`src/rtl/dpc_pkg.sv`:
```
// Shared types and geometry helpers for the dead-pixel-correction controller.
package dpc_pkg;

  typedef enum logic [1:0] {
    StIdle  = 2'd0,
    StRun   = 2'd1,
    StFlush = 2'd2
  } dpc_ctrl_state_e;

  localparam int unsigned PixW = 24;

  // RGB888 pixel
  typedef logic [PixW-1:0] pixel_t;

  // Number of datapath shift stages between input and last stage.
  function automatic int unsigned depth(input int unsigned h);
    return 4 * h + 4;
  endfunction

  // Shifts from datapath entry to the window-centre slot.
  function automatic int unsigned ctr_ofs(input int unsigned h);
    return 2 * h + 2;
  endfunction

endpackage

```
`src/rtl/dpc_ctrl_if.sv`:
```
// Pixel stream and datapath-control bundle of the DPC controller.
interface dpc_ctrl_if;
  import dpc_pkg::*;

  // Upstream stream
  logic   s_valid;
  logic   s_ready;
  logic   s_sof;
  pixel_t s_data;
  // Downstream stream
  logic   m_valid;
  logic   m_ready;
  logic   m_sof;
  logic   m_eol;
  pixel_t m_data;
  // Line-buffer datapath
  logic   dp_en;
  pixel_t dp_data_in;
  pixel_t dp_data_out;
  logic   dp_ctr_interior;

  // Controller side
  modport slave (
    input  s_valid, s_sof, s_data, m_ready, dp_data_out,
    output s_ready, m_valid, m_sof, m_eol, m_data, dp_en, dp_data_in, dp_ctr_interior
  );

  // Environment side: upstream source, downstream sink and datapath
  modport master (
    output s_valid, s_sof, s_data, m_ready, dp_data_out,
    input  s_ready, m_valid, m_sof, m_eol, m_data, dp_en, dp_data_in, dp_ctr_interior
  );

endinterface

```
`src/rtl/dpc_pos_cnt.sv`:
```
// Raster row/column counter: clear wins over step, column wraps at H, row wraps at V.
module dpc_pos_cnt #(
  parameter int unsigned H = 1280,
  parameter int unsigned V = 720,
  localparam int unsigned ColW = (H > 1) ? $clog2(H) : 1,
  localparam int unsigned RowW = (V > 1) ? $clog2(V) : 1
) (
  input  logic            clk,
  input  logic            rstn,
  input  logic            clr,
  input  logic            step,
  output logic [ColW-1:0] col,
  output logic [RowW-1:0] row
);

  logic [ColW-1:0] col_q, col_d;
  logic [RowW-1:0] row_q, row_d;

  // Next position: clear, or advance one pixel in raster order
  always_comb begin
    col_d = col_q;
    row_d = row_q;
    if (clr) begin
      col_d = '0;
      row_d = '0;
    end else if (step) begin
      if (col_q == ColW'(H - 1)) begin
        col_d = '0;
        row_d = (row_q == RowW'(V - 1)) ? '0 : row_q + RowW'(1);
      end else begin
        col_d = col_q + ColW'(1);
      end
    end
  end

  // Position registers
  always_ff @(posedge clk or negedge rstn) begin
    if (!rstn) begin
      col_q <= '0;
      row_q <= '0;
    end else begin
      col_q <= col_d;
      row_q <= row_d;
    end
  end

  assign col = col_q;
  assign row = row_q;

endmodule

```
`src/rtl/dpc_ctrl.sv`:
```
// Stream sequencer for the DPC line-buffer datapath: drives the shift enable,
// back-pressures upstream, zero-fill drains at end of frame and tags outputs.
module dpc_ctrl
  import dpc_pkg::*;
#(
  parameter int unsigned H = 1280,
  parameter int unsigned V = 720
) (
  input  logic       clk,
  input  logic       rstn,
  input  logic       abort,
  dpc_ctrl_if.slave  bus,
  output logic       busy,
  output logic       err_sof,
  output logic       err_drop
);

  localparam int unsigned N     = H * V;
  localparam int unsigned Depth = depth(H);
  localparam int unsigned Ctr   = ctr_ofs(H);
  localparam int unsigned CntW  = $clog2(N + Depth + 1);
  localparam int unsigned ColW  = (H > 1) ? $clog2(H) : 1;
  localparam int unsigned RowW  = (V > 1) ? $clog2(V) : 1;

  dpc_ctrl_state_e state_q, state_d;
  logic [CntW-1:0] shift_cnt_q, shift_cnt_d;
  logic [CntW-1:0] out_cnt_q, out_cnt_d;
  logic            err_sof_q, err_sof_d;
  logic            err_drop_q, err_drop_d;

  logic            m_valid;
  logic            stall;
  logic            out_fire;
  logic            ctr_clr, ctr_step, ctr_valid;
  logic            out_clr;
  logic [ColW-1:0] ctr_col, o_col;
  logic [RowW-1:0] ctr_row, o_row;

  // Output decode from registered counters only. The pending pixel is the one
  // whose shift count is exactly Depth ahead of the output count, so a fire
  // without a shift (upstream idle) consumes it once instead of repeating it.
  always_comb begin
    m_valid = (state_q != StIdle) && (out_cnt_q < CntW'(N)) &&
              (out_cnt_q + CntW'(Depth) == shift_cnt_q);
    ctr_valid = (state_q != StIdle) && (shift_cnt_q >= CntW'(Ctr)) &&
                (shift_cnt_q < CntW'(Ctr + N));
    bus.m_valid = m_valid;
    bus.m_sof   = m_valid && (out_cnt_q == '0);
    bus.m_eol   = m_valid && (o_col == ColW'(H - 1));
    bus.m_data  = bus.dp_data_out;
    bus.dp_ctr_interior = ctr_valid &&
                          (32'(ctr_row) >= 32'd2) && (32'(ctr_row) <= V - 32'd3) &&
                          (32'(ctr_col) >= 32'd2) && (32'(ctr_col) <= H - 32'd3);
  end

  assign stall    = m_valid && !bus.m_ready;
  assign out_fire = m_valid && bus.m_ready;

  // Sequencer next state, handshake and shift enable
  always_comb begin
    state_d        = state_q;
    shift_cnt_d    = shift_cnt_q;
    out_cnt_d      = out_cnt_q;
    err_sof_d      = err_sof_q;
    err_drop_d     = 1'b0;
    bus.s_ready    = 1'b0;
    bus.dp_en      = 1'b0;
    bus.dp_data_in = '0;
    ctr_clr        = 1'b0;
    out_clr        = 1'b0;

    if (abort) begin
      // Datapath contents are left stale; the next frame overwrites them
      state_d     = StIdle;
      shift_cnt_d = '0;
      out_cnt_d   = '0;
      ctr_clr     = 1'b1;
      out_clr     = 1'b1;
    end else begin
      unique case (state_q)
        StIdle: begin
          bus.s_ready    = 1'b1;
          bus.dp_data_in = bus.s_data;
          if (bus.s_valid) begin
            if (bus.s_sof) begin
              bus.dp_en   = 1'b1;
              shift_cnt_d = CntW'(1);
              out_cnt_d   = '0;
              ctr_clr     = 1'b1;
              out_clr     = 1'b1;
              state_d     = StRun;
            end else begin
              err_drop_d = 1'b1;
            end
          end
        end
        StRun: begin
          bus.s_ready    = !stall;
          bus.dp_en      = bus.s_valid && !stall;
          bus.dp_data_in = bus.s_data;
          if (bus.dp_en) begin
            shift_cnt_d = shift_cnt_q + CntW'(1);
            if (bus.s_sof) err_sof_d = 1'b1;
            if (shift_cnt_q + CntW'(1) == CntW'(N)) state_d = StFlush;
          end
          if (out_fire) out_cnt_d = out_cnt_q + CntW'(1);
        end
        StFlush: begin
          bus.dp_en = !stall && (shift_cnt_q < CntW'(N + Depth - 1));
          if (bus.dp_en) shift_cnt_d = shift_cnt_q + CntW'(1);
          if (out_fire) begin
            out_cnt_d = out_cnt_q + CntW'(1);
            if (out_cnt_q == CntW'(N - 1)) state_d = StIdle;
          end
        end
        default: state_d = StIdle;
      endcase
    end
  end

  assign ctr_step = bus.dp_en && (shift_cnt_q >= CntW'(Ctr));

  // Controller state and counters
  always_ff @(posedge clk or negedge rstn) begin
    if (!rstn) begin
      state_q     <= StIdle;
      shift_cnt_q <= '0;
      out_cnt_q   <= '0;
      err_sof_q   <= 1'b0;
      err_drop_q  <= 1'b0;
    end else begin
      state_q     <= state_d;
      shift_cnt_q <= shift_cnt_d;
      out_cnt_q   <= out_cnt_d;
      err_sof_q   <= err_sof_d;
      err_drop_q  <= err_drop_d;
    end
  end

  dpc_pos_cnt #(.H(H), .V(V)) u_ctr_pos (
    .clk  (clk),
    .rstn (rstn),
    .clr  (ctr_clr),
    .step (ctr_step),
    .col  (ctr_col),
    .row  (ctr_row)
  );

  dpc_pos_cnt #(.H(H), .V(V)) u_out_pos (
    .clk  (clk),
    .rstn (rstn),
    .clr  (out_clr),
    .step (out_fire),
    .col  (o_col),
    .row  (o_row)
  );

  assign busy     = (state_q != StIdle);
  assign err_sof  = err_sof_q;
  assign err_drop = err_drop_q;

  // Output row is kept for completeness of the position; only the column is decoded
  logic unused_o_row;
  assign unused_o_row = ^o_row;

endmodule

```
`src/flat_wrapper.sv`:
```
// flat-port wrapper written by rule: the top's interface ports become plain ports
module dpc_ctrl_flat import dpc_pkg::*;
#(
  parameter int unsigned H = 1280,
  parameter int unsigned V = 720
)
  (clk, rstn, abort, busy, err_sof, err_drop, bus_s_valid, bus_s_sof, bus_s_data, bus_m_ready, bus_dp_data_out, bus_s_ready, bus_m_valid, bus_m_sof, bus_m_eol, bus_m_data, bus_dp_en, bus_dp_data_in, bus_dp_ctr_interior);
  dpc_ctrl_if bus_i ();
  input  logic clk;
  input  logic rstn;
  input  logic abort;
  output logic busy;
  output logic err_sof;
  output logic err_drop;
  input wire logic [$bits(bus_i.s_valid)-1:0] bus_s_valid;
  input wire logic [$bits(bus_i.s_sof)-1:0] bus_s_sof;
  input wire logic [$bits(bus_i.s_data)-1:0] bus_s_data;
  input wire logic [$bits(bus_i.m_ready)-1:0] bus_m_ready;
  input wire logic [$bits(bus_i.dp_data_out)-1:0] bus_dp_data_out;
  output wire logic [$bits(bus_i.s_ready)-1:0] bus_s_ready;
  output wire logic [$bits(bus_i.m_valid)-1:0] bus_m_valid;
  output wire logic [$bits(bus_i.m_sof)-1:0] bus_m_sof;
  output wire logic [$bits(bus_i.m_eol)-1:0] bus_m_eol;
  output wire logic [$bits(bus_i.m_data)-1:0] bus_m_data;
  output wire logic [$bits(bus_i.dp_en)-1:0] bus_dp_en;
  output wire logic [$bits(bus_i.dp_data_in)-1:0] bus_dp_data_in;
  output wire logic [$bits(bus_i.dp_ctr_interior)-1:0] bus_dp_ctr_interior;
  assign bus_i.s_valid = bus_s_valid;
  assign bus_i.s_sof = bus_s_sof;
  assign bus_i.s_data = bus_s_data;
  assign bus_i.m_ready = bus_m_ready;
  assign bus_i.dp_data_out = bus_dp_data_out;
  assign bus_s_ready = bus_i.s_ready;
  assign bus_m_valid = bus_i.m_valid;
  assign bus_m_sof = bus_i.m_sof;
  assign bus_m_eol = bus_i.m_eol;
  assign bus_m_data = bus_i.m_data;
  assign bus_dp_en = bus_i.dp_en;
  assign bus_dp_data_in = bus_i.dp_data_in;
  assign bus_dp_ctr_interior = bus_i.dp_ctr_interior;
  dpc_ctrl #(.H(H), .V(V)) u_core (.clk(clk), .rstn(rstn), .abort(abort), .bus(bus_i), .busy(busy), .err_sof(err_sof), .err_drop(err_drop));
endmodule
```
`config.mk`:
```
export PLATFORM = sky130hd
export DESIGN_NAME = dpc_ctrl_flat
export DESIGN_NICKNAME = d
export VERILOG_FILES = /design/src/rtl/dpc_pkg.sv /design/src/rtl/dpc_ctrl_if.sv /design/src/rtl/dpc_pos_cnt.sv /design/src/rtl/dpc_ctrl.sv /design/src/flat_wrapper.sv
export SDC_FILE = /design/constraint.sdc
export NUM_CORES = 1
export LEC_CHECK = 0
export BUFFER_PORTS_ARGS = -buffer_cell sky130_fd_sc_hd__buf_4
export CAP_MARGIN = 5
export CORE_ASPECT_RATIO = 0.8
export CORE_MARGIN = 5
export CORE_UTILIZATION = 53
export DETAILED_ROUTE_END_ITERATION = 10
export PLACE_DENSITY_LB_ADDON = 0.25
export SYNTH_ARGS = -nofsm -noshare
export SYNTH_HDL_FRONTEND = slang
export SYNTH_HIERARCHICAL = 1
export SYNTH_SLANG_ARGS = --single-unit
```
`constraint.sdc`:
```
create_clock -name clk -period 3.53 [get_ports clk]
set_input_delay 0.1765 -clock clk [delete_from_list [all_inputs] [get_ports clk]]
set_output_delay 0.1765 -clock clk [all_outputs]
set_load 0.02 [all_outputs]
```
=== Yosys cells after proc, flatten, opt, wreduce, memory -nomap -nowiden ===
Cells that the tools add are included.

* Bits of input ports: 54
* Bits in writable memories: 0
* Word-level logic and storage cells: 114
* Latch bits: 0
* Memories: 0
* Output and inout bits: 57
* Memory bits (read-only): 0
* Flip-flop bits (word level): 76

* Shifts and indexed selects: 0
* $mul: 0
* Equality and inequality tests: 16
* Reductions and logical operators: 32
* Magnitude comparators: 8
* Muxes and demuxes: 43
* Bitwise logic cells: 1
* Div/mod/pow operators: 0
* $add $sub $neg: 6

{| class="wikitable"
|+ Operator list
! kind !! number
|-
| $mux W20 || 9
|-
| $mux W11 || 6
|-
| $lt A20 B20 Y1 const B || 3
|-
| $pmux W20 S3 || 1
|-
| $mux W24 || 2
|-
| $add A20 B1 Y20 const B || 2
|-
| $eq A20 B20 Y1 const B || 2
|-
| $mux W10 || 4
|-
| $pmux W20 S2 || 1
|-
| $add A11 B1 Y11 const B || 2
|-
| $eq A11 B11 Y1 const B || 2
|-
| $add A20 B13 Y20 const B || 1
|-
| $eq A20 B20 Y1 || 1
|-
| $ge A20 B12 Y1 const B || 1
|-
| $logic_not A20 Y1 || 1
|-
| $logic_and A1 B1 Y1 || 15
|-
| $ne A3 B2 Y1 const B || 5
|-
| $mux W2 || 7
|-
| $ge A11 B2 Y1 const B || 1
|-
| $le A11 B11 Y1 const B || 1
|-
| $add A10 B1 Y10 const B || 1
|-
| $eq A10 B10 Y1 const B || 1
|-
| $ge A10 B2 Y1 const B || 1
|-
| $le A10 B10 Y1 const B || 1
|-
| 19 further kinds || 35
|}

=== Logic depth before layout (Yosys ltp) ===
Gate-level depths: netlist of run 1.

* Depth in word-level cells: 11
* Gate-level depth with buffers: 16
* Gate-level depth less buffers: 15

=== By module ===
The synthesis of run 1 kept the hierarchy.

{| class="wikitable"
|+ By module, submodules not included
! module !! instances !! area each (um2) !! seq. area each (um2) !! cells each
|-
| dpc_ctrl || 1 || 4421.7 || 1101.1 || 590
|-
| dpc_pos_cnt (u_core.u_ctr_pos) || 1 || 1199.9 || 525.5 || 124
|-
| dpc_pos_cnt (u_core.u_out_pos) || 1 || 1169.9 || 525.5 || 119
|}

=== Least setup slack after synthesis of run 1 ===
OpenSTA, ideal clock, no wires.

* Path kind: reg-to-reg
* Start: register u_core.out_cnt_q[14]
* End: register u_core.u_ctr_pos.col_q[10] (netlist: u_core/u_ctr_pos/col[10])
* Stages on the path, launching flop included: 16
* Path slack: -244 ps
* Setup time: 144 ps
* Buffers on the path: 3
* Arrival time: 3630 ps
* Clock period less this slack: 3774 ps
* Data required time: 3386 ps
* Cell sequence: dfrtp_1 -> buf_6 -> or4_4 -> a2111oi_2 -> nand2_1 -> nor4b_2 -> or3b_1 -> nor4_4 -> buf_2 -> o21ai_1 -> and3_1 -> buf_4 -> o21ai_1 -> nor4_1 -> xnor2_1 -> nor2_1

* Longest elaborated chain between the ends: 10
* Elaborated cells on any way between the ends: 13
* Those cells by class: 1 x add/sub; 1 x order compare; 1 x eq/ne; 2 x mux; 8 x reduce/logical

{| class="wikitable"
|+ RTL lines
! what !! RTL line !! source
|-
| start: declaration || dpc_ctrl.sv:27 || <nowiki>logic [CntW-1:0] out_cnt_q, out_cnt_d;</nowiki>
|-
| start signal: assignment || dpc_ctrl.sv:134 || <nowiki>out_cnt_q <= out_cnt_d;</nowiki>
|-
| $add A20 B13 Y20 or $lt A20 B20 Y1 (tied branches) || dpc_ctrl.sv:44, dpc_ctrl.sv:43 ||
|-
| $eq A20 B20 Y1 or $logic_and A1 B1 Y1 (tied branches) || dpc_ctrl.sv:44, dpc_ctrl.sv:43 ||
|-
| $logic_and A1 B1 Y1 (*) || dpc_ctrl.sv:43 || <nowiki>m_valid = (state_q != StIdle) && (out_cnt_q < CntW'(N)) &&</nowiki>
|-
| $logic_and A1 B1 Y1 (*) || dpc_ctrl.sv:56 || <nowiki>assign stall = m_valid && !bus.m_ready;</nowiki>
|-
| $logic_not A1 Y1 (*) || dpc_ctrl.sv:99, dpc_ctrl.sv:109 ||
|-
| $logic_and A1 B1 Y1 (on tied branches) || dpc_ctrl.sv:109, dpc_ctrl.sv:99 ||
|-
| $pmux W1 S3 (*) || dpc_ctrl.sv:80 || <nowiki>unique case (state_q)</nowiki>
|-
| $mux W1 (*) || dpc_ctrl.sv:72 || <nowiki>if (abort) begin</nowiki>
|-
| $logic_and A1 B1 Y1 (*) || dpc_ctrl.sv:121 || <nowiki>assign ctr_step = bus.dp_en && (shift_cnt_q >= CntW'(Ctr));</nowiki>
|-
| net u_core.ctr_step || dpc_ctrl.sv:34 || <nowiki>logic ctr_clr, ctr_step, ctr_valid;</nowiki>
|-
| $reduce_bool A2 Y1 (no source line) (*) || - ||
|-
| end signal: assignment || dpc_pos_cnt.sv:42 || <nowiki>col_q <= col_d;</nowiki>
|-
| end: declaration || dpc_pos_cnt.sv:16 || <nowiki>logic [ColW-1:0] col_q, col_d;</nowiki>
|}

Mark *: on every way through the listed nets, which the timed path passes. The rest lies on a longest branch.
A chain may end at the register's enable or synchronous reset.

=== Final worst setup path of run 1 ===
* Start: register u_core.out_cnt_q[15]
* End: register u_core.u_ctr_pos.col_q[7] (netlist: u_core/u_ctr_pos/col[7])

Same word-level chain as after synthesis.

==> results of run 1 <==
[worst max-delay path: stages, from the launching register on]
cell and delay [ps]:
dfrtp_1 370, or4_4 560, a2111oi_4 360, nand2_1 140
nor4b_4 290, or3b_4 420, nor4_4 390, o21ai_2 110
and3_4 190, o211a_1 240, nand3_1 110, xor2_1 190
nor2_1 60
[per-layer routing]
| layer | part of all wire [%] | GRT usage [%] | wire, microns | vias to the layer above |
|---|---|---|---|---|
| met5 | 0 | 0 | 0 | - |
| met3 | 8.3 | 6.275 | 1606 | 53 |
| met2 | 46 | 42.64 | 8863 | 303 |
| met1 | 44 | 37.84 | 8399 | 3103 |
| li1 | - | - | - | 2972 |
| met4 | 1.9 | 7.930 | 371 | 0 |
[metrics by stage]
stage / cells / util [%]
final: 993 / 65.52
after CTS: 987 / 64.02
after detailed placement: 969 / 60.88
after global placement: 969 / 60.88
after floorplan: 772 / -
after global routing: 993 / 65.52
[flip-flops by register name, summed over array words and instances (netlist names)]
signal / count
u_core/shift_cnt_q: 20
u_core/state_q: 2
u_core/u_out_pos/col: 11
u_core/err_drop: 1
u_core/err_sof: 1
u_core/u_ctr_pos/row: 10
u_core/u_ctr_pos/col: 11
u_core/out_cnt_q: 20
[cell type report]
| type | instances | area [sq um] |
|---|---|---|
| Inverter | 27 | 101.3 |
| Tap cell | 148 | 185.2 |
| Sequential cell | 76 | 1902 |
| Timing Repair Buffer | 136 | 1041 |
| Fill cell | 996 | 3956 |
| Clock inverter | 5 | 60.06 |
| Clock buffer | 11 | 252.7 |
| Multi-Input combinational cell | 590 | 3975 |
[power by group]
| part | internal, W | switching, W |
|---|---|---|
| logic | 0.000385 | 0.000662 |
| clock network | 0.000588 | 0.000394 |
| registers | 0.000898 | 0.0000451 |
[what timing repair did]
item | CTS | global route
setup endpoints to repair | 8 | 31
resized for setup | 8 | 32
gates cloned | 1 | 0
setup buffers | 1 | 6
pin swaps | 1 | 12
[worst min-delay path by stage]
stage,from,end,slack [ps],depth (start not counted)
after floorplan,rstn,u_core/err_drop,-120,0
after global placement,bus_dp_data_out[0],bus_m_data[0],350,0
after detailed placement,bus_dp_data_out[0],bus_m_data[0],350,0
after CTS,rstn,u_core/shift_cnt_q[5],40,1
after global routing,bus_s_sof,u_core/err_drop,60,2
final,rstn,u_core/shift_cnt_q[10],-40,1
==> out/metrics.csv, run 1 <==
stage,metric,value,unit
synth,Avg Synthesized Cell Area,8.032,sq um
cells_and_area,n_diodes,0,
sta,final hold violation count,14,
worst_setup_path,end of the worst register-to-register path,u_core/u_ctr_pos/col[7],
worst_setup_path,worst-path fanout max,6,
clock_network,H-tree level count,3,
sta,setup ws final,-13.32,ps
grt,gr usage total,27.32,%
power_and_ir_drop,Pleak,3.143,nW
detailed_routing,Final ANT Viol Nets,0,
floorplan,Std-Cell Rows,35,
worst_setup_path,Setup crit end,u_core/u_ctr_pos/col[7],
run_status,outcome,"complete, but fails checks",
cells_and_area,most frequent cells in the layout,"133 x buf_4, 76 x dfrtp_1, 62 x nand2_1",
cells_and_area,Final Cell Area,7517,sq um
detailed_routing,Vias/cell,6.476,
grt,first-pass GRT wire length,30600,microns
worst_setup_path,reg2reg start,u_core/out_cnt_q[15],
power_and_ir_drop,Total Power,0.002973,W
placement,Placer Congestion,0.9825,
clock_network,# hold bufs at CTS,0,
sta,Max Slew Vio Count,0,
floorplan,Die W,130.9,microns
clock_network,Root Buffer,clkbuf_16,
sta,Achievable Freq,282.2,MHz
sta,Least-Margin Pin Slew,1021,ps
grt,initial antenna violation count,0,
power_and_ir_drop,pwr/cell area,395.5,nW/um^2
placement,Placement Setup Slack,-28.68,ps
sta,min Tclk post-route,3543,ps
clock_network,Num Clock Sinks,76,
floorplan,die area,13980,sq um
worst_setup_path,Reg2Reg Setup Slack,-10,ps
worst_setup_path,CP Data Arrival Time,3770,ps
synth,Mapped Area,6201,sq um
run_status,violated checks,"negative hold slack, negative setup slack",
synth,warnings from Yosys,6,
worst_setup_path,"Req. time, crit path",3760,ps
detailed_routing,drt pass-1 iters,7,
sta,fin crit share,100.4,%
grt,number of global-route vias before repair,5982,
worst_hold_path,Hold Crit Class,input pin to async pin,
detailed_routing,via count,6431,
clock_network,clock-pin slew on the worst setup and hold paths,60,ps
clock_network,"Clk Latency, worst-skew pair",340,ps
sta,relative slew slack,31.68,%
synth,syn_nets,839,
cells_and_area,"commonest non-fill, non-tap cell in the layout",buf_4,
worst_setup_path,WS Path Type,flip-flop to flip-flop,
sta,Final setup viols,1,
worst_setup_path,R2R cell count,12,
placement,detailed placer's ending HPWL,13920,microns
clock_network,TritonCTS clock tree,done,
detailed_routing,initial DRC count,646,
worst_setup_path,CP Launch Type,flip-flop,
sta,setup TNS,-13.32,ps
sta,Worst Skew,10.45,ps
placement,PortBufs,62,
clock_network,CTS max path bufs,2,
floorplan,initial core utilization,54.05,%
grt,GRT overflow,0,
detailed_routing,WL per Instance,19.38,microns
floorplan,Top Ports,111,
job,# Max-Cap Violations,0,
clock_network,total CTS buffers,9,
sta,RSZ-0062 raised after global routing,true,
detailed_routing,drt drc,0,
cells_and_area,Layout area overhead,21.23,%
placement,placed inst area,6985,sq um
detailed_routing,routed wire length,19240,microns
floorplan,Die Y,106.7,microns
synth,Post-Synthesis Cells,772,
power_and_ir_drop,peak supply drop,0.0003186,V
worst_setup_path,CP Launch Point,u_core/out_cnt_q[15],
worst_setup_path,Critical Path Sink Type,flip-flop,
grt,largest net degree at the start of global routing,77,
floorplan,Core ar.,11470,sq um
cells_and_area,share of post-route cells with drive strength above 1,24.14,%
cells_and_area,NumNets Final,907,
sta,Fin Hold WS,-38.94,ps
Power figures use the tool's default switching activity.
==> inputs of run 2 (changes only) <==
CORE_UTILIZATION = 50   (was 53)
==> run 2 against run 1 <==
The flow finishes with violations (negative hold slack); clock power down 2.1%; design area down 0.37%; register-to-register slack better by 100 ps; first-iteration DRC count up 29%; via count up 0.73%; combinational power about the same; power about the same; critical path depth up 1; setup slack better by 100 ps; global-route usage down 0.18 points; utilization down 3.9 points; die area up 5.5%.
==> out/metrics.csv, run 2 (synthesis results as in run 1) <==
stage,metric,value,unit
run_status,outcome,"complete, but fails checks",
run_status,violated checks,negative hold slack,
cells_and_area,fillers,1058,
placement,Placer Congestion,0.9697,
power_and_ir_drop,Pleak,3.126,nW
floorplan,Die Y,109.6,microns
power_and_ir_drop,share of power burned in combinational logic,36.0,%
grt,largest net degree at the start of global routing,77,
detailed_routing,Vias/cell,6.517,
placement,Placement Setup Slack,-32.56,ps
placement,detailed placer's ending HPWL,13920,microns
power_and_ir_drop,sequential share of power,31.7,%
sta,min Tclk post-route,3440,ps
floorplan,Std-Cell Rows,36,
worst_setup_path,"Req. time, crit path",3770,ps
worst_setup_path,critical-path cell list,or4_4 > a2111oi_4 > nand2_1 > nor4b_2 > or3b_4 > nor4_4 > buf_4 > o21ai_2 > and3_4 > o211a_1 > nand3_1 > xor2_1 > nor2_1,
worst_setup_path,critical path's slowest cell,or4_4,
worst_setup_path,Critical Path Sink Type,flip-flop,
power_and_ir_drop,sw frac,37.32,%
worst_setup_path,CP Data Arrival Time,3680,ps
sta,fin crit share,97.46,%
sta,Achievable Freq,290.7,MHz
sta,setup ws final,89.52,ps
sta,Max Slew Vio Count,0,
cells_and_area,Layout area overhead,20.78,%
detailed_routing,drt pass-1 iters,5,
worst_setup_path,worst-path fanout max,7,
power_and_ir_drop,pwr/cell area,396.7,nW/um^2
cells_and_area,n_diodes,0,
clock_network,Num Clock Sinks,76,
worst_setup_path,Crit path buffers/inverters,1,
floorplan,initial core utilization,50.99,%
clock_network,H-tree level count,3,
floorplan,die area,14740,sq um
clock_network,TritonCTS clock tree,done,
worst_setup_path,CP max stage delay,560,ps
grt,number of global-route vias before repair,6096,
floorplan,Core ar.,12160,sq um
worst_hold_path,Hold Crit Class,input pin to async pin,
sta,Worst Skew,7.398,ps
sta,Final setup viols,0,
cells_and_area,biggest regs,"u_core/out_cnt_q x20, u_core/shift_cnt_q x20",
worst_setup_path,CP Launch Type,flip-flop,
detailed_routing,Final ANT Viol Nets,0,
grt,GRT overflow,0,
detailed_routing,routed wire length,19530,microns
sta,Least-Margin Pin Slew,978.7,ps
grt,initial antenna violation count,0,
detailed_routing,drt drc,0,
placement,PortBufs,62,
cells_and_area,NumNets Final,904,
sta,relative slew slack,34.51,%
cells_and_area,"commonest non-fill, non-tap cell in the layout",buf_4,
clock_network,CTS max path bufs,2,
grt,first-pass GRT wire length,31670,microns
clock_network,Root Buffer,clkbuf_16,
clock_network,total CTS buffers,9,
detailed_routing,via count,6478,
cells_and_area,most frequent cells in the layout,"129 x buf_4, 75 x dfrtp_1, 63 x nand2_1",
worst_setup_path,"delay-heaviest family, CP",simple AND/OR/NAND/NOR gates,
power_and_ir_drop,Pint,0.001862,W
power_and_ir_drop,clock share of power,32.4,%
clock_network,clock-pin slew on the worst setup and hold paths,60,ps
placement,Placed Cells,965,
worst_setup_path,WS Path Type,flip-flop to flip-flop,
detailed_routing,WL per Instance,19.64,microns
power_and_ir_drop,peak supply drop,0.0003939,V
power_and_ir_drop,NetSw,0.001109,W
clock_network,"Clk Latency, worst-skew pair",360,ps
floorplan,Top Ports,111,
grt,gr usage total,27.14,%
cells_and_area,fin cells,994,
floorplan,Die W,134.5,microns
sta,RSZ-0062 raised after global routing,true,
job,# Max-Cap Violations,0,
detailed_routing,initial DRC count,831,
cells_and_area,share of post-route cells with drive strength above 1,24.23,%
sta,final hold violation count,37,
sta,Fin Hold WS,-14.20,ps
run 2: cell count changes in the layout (fill, tap and decap cells not counted), moves of 2 or more:
cell      change
nor2_2        -2
o21ai_1       -5
o21ai_0       +2
buf_4         -4
o311ai_0      +2
a21oi_2       -2
o311ai_2      -2
o21ai_2       +2
nor2_1        +2
run 2: through the flow:
| stage | total power (W) | setup TNS (ps) | hold WS (ps) | cell area (sq um) | util [%] |
|---|---|---|---|---|---|
| after detailed placement | 0.001972 | -96.83 | 353.1 | 6930 | 56.99 |
| after global placement | 0.001950 | 0 | 353.1 | 6930 | 56.99 |
| after CTS | 0.002941 | 0 | 23.69 | 7293 | 59.97 |
| after floorplan | 0.001599 | -643.0 | -119.1 | 6252 | - |
| after global routing | 0.003124 | -127.2 | 30.29 | 7490 | 61.58 |
| final | 0.002971 | 0 | -14.20 | 7490 | 61.58 |
run 2: final cells by class:
type / instances / area (sq um) / area share (%)
well taps: 152 / 190.2 / 2.539
inverters: 27 / 103.9 / 1.387
repair buffers: 133 / 1016 / 13.56
clock buffers: 10 / 239.0 / 3.191
clock inverters: 6 / 63.81 / 0.8520
flip-flops and latches: 76 / 1903 / 25.41
multi-input cells: 590 / 3974 / 53.06
run 2: routing by layer:
layer	vias to the layer above	wire, microns	global-route usage, %	share of wire, %
met5	-	0	0	0
li1	2968	-	-	-
met3	35	2188	9.103	11
met1	3084	8456	37.93	43
met2	391	8545	40.82	44
met4	0	335	6.541	1.7
run 2: final timing paths:
path                                    startpoint                      end  slack (ps)  cells after the start
setup / recovery              u_core/out_cnt_q[14]  u_core/u_ctr_pos/col[7]          90                     13
max in group asynchronous                     rstn     u_core/out_cnt_q[11]        2890                      1
setup reg to reg              u_core/out_cnt_q[14]  u_core/u_ctr_pos/col[7]          90                     13
hold reg to reg            u_core/u_ctr_pos/row[9]  u_core/u_ctr_pos/row[9]         530                      1
min in group clk                         bus_s_sof          u_core/err_drop          50                      2
hold / removal                                rstn   u_core/shift_cnt_q[10]         -10                      1
run 2: repair_timing:
item                       4_1_cts  5_1_grt
hold buffers                     0        0
gates cloned                     1        0
setup endpoints to repair        8       52
buffers inserted                 5        8
gates resized for setup          4       36
pin swaps                        3       11
run 2: power groups by stage:
stage	registers (W)	logic [W]	clock network, W
after floorplan	0.000945	0.000654	0
after global placement	0.000953	0.000997	0
after detailed placement	0.000956	0.00102	0
after CTS	0.000940	0.00102	0.000981
after global routing	0.000946	0.00116	0.00102
final	0.000941	0.00107	0.000961
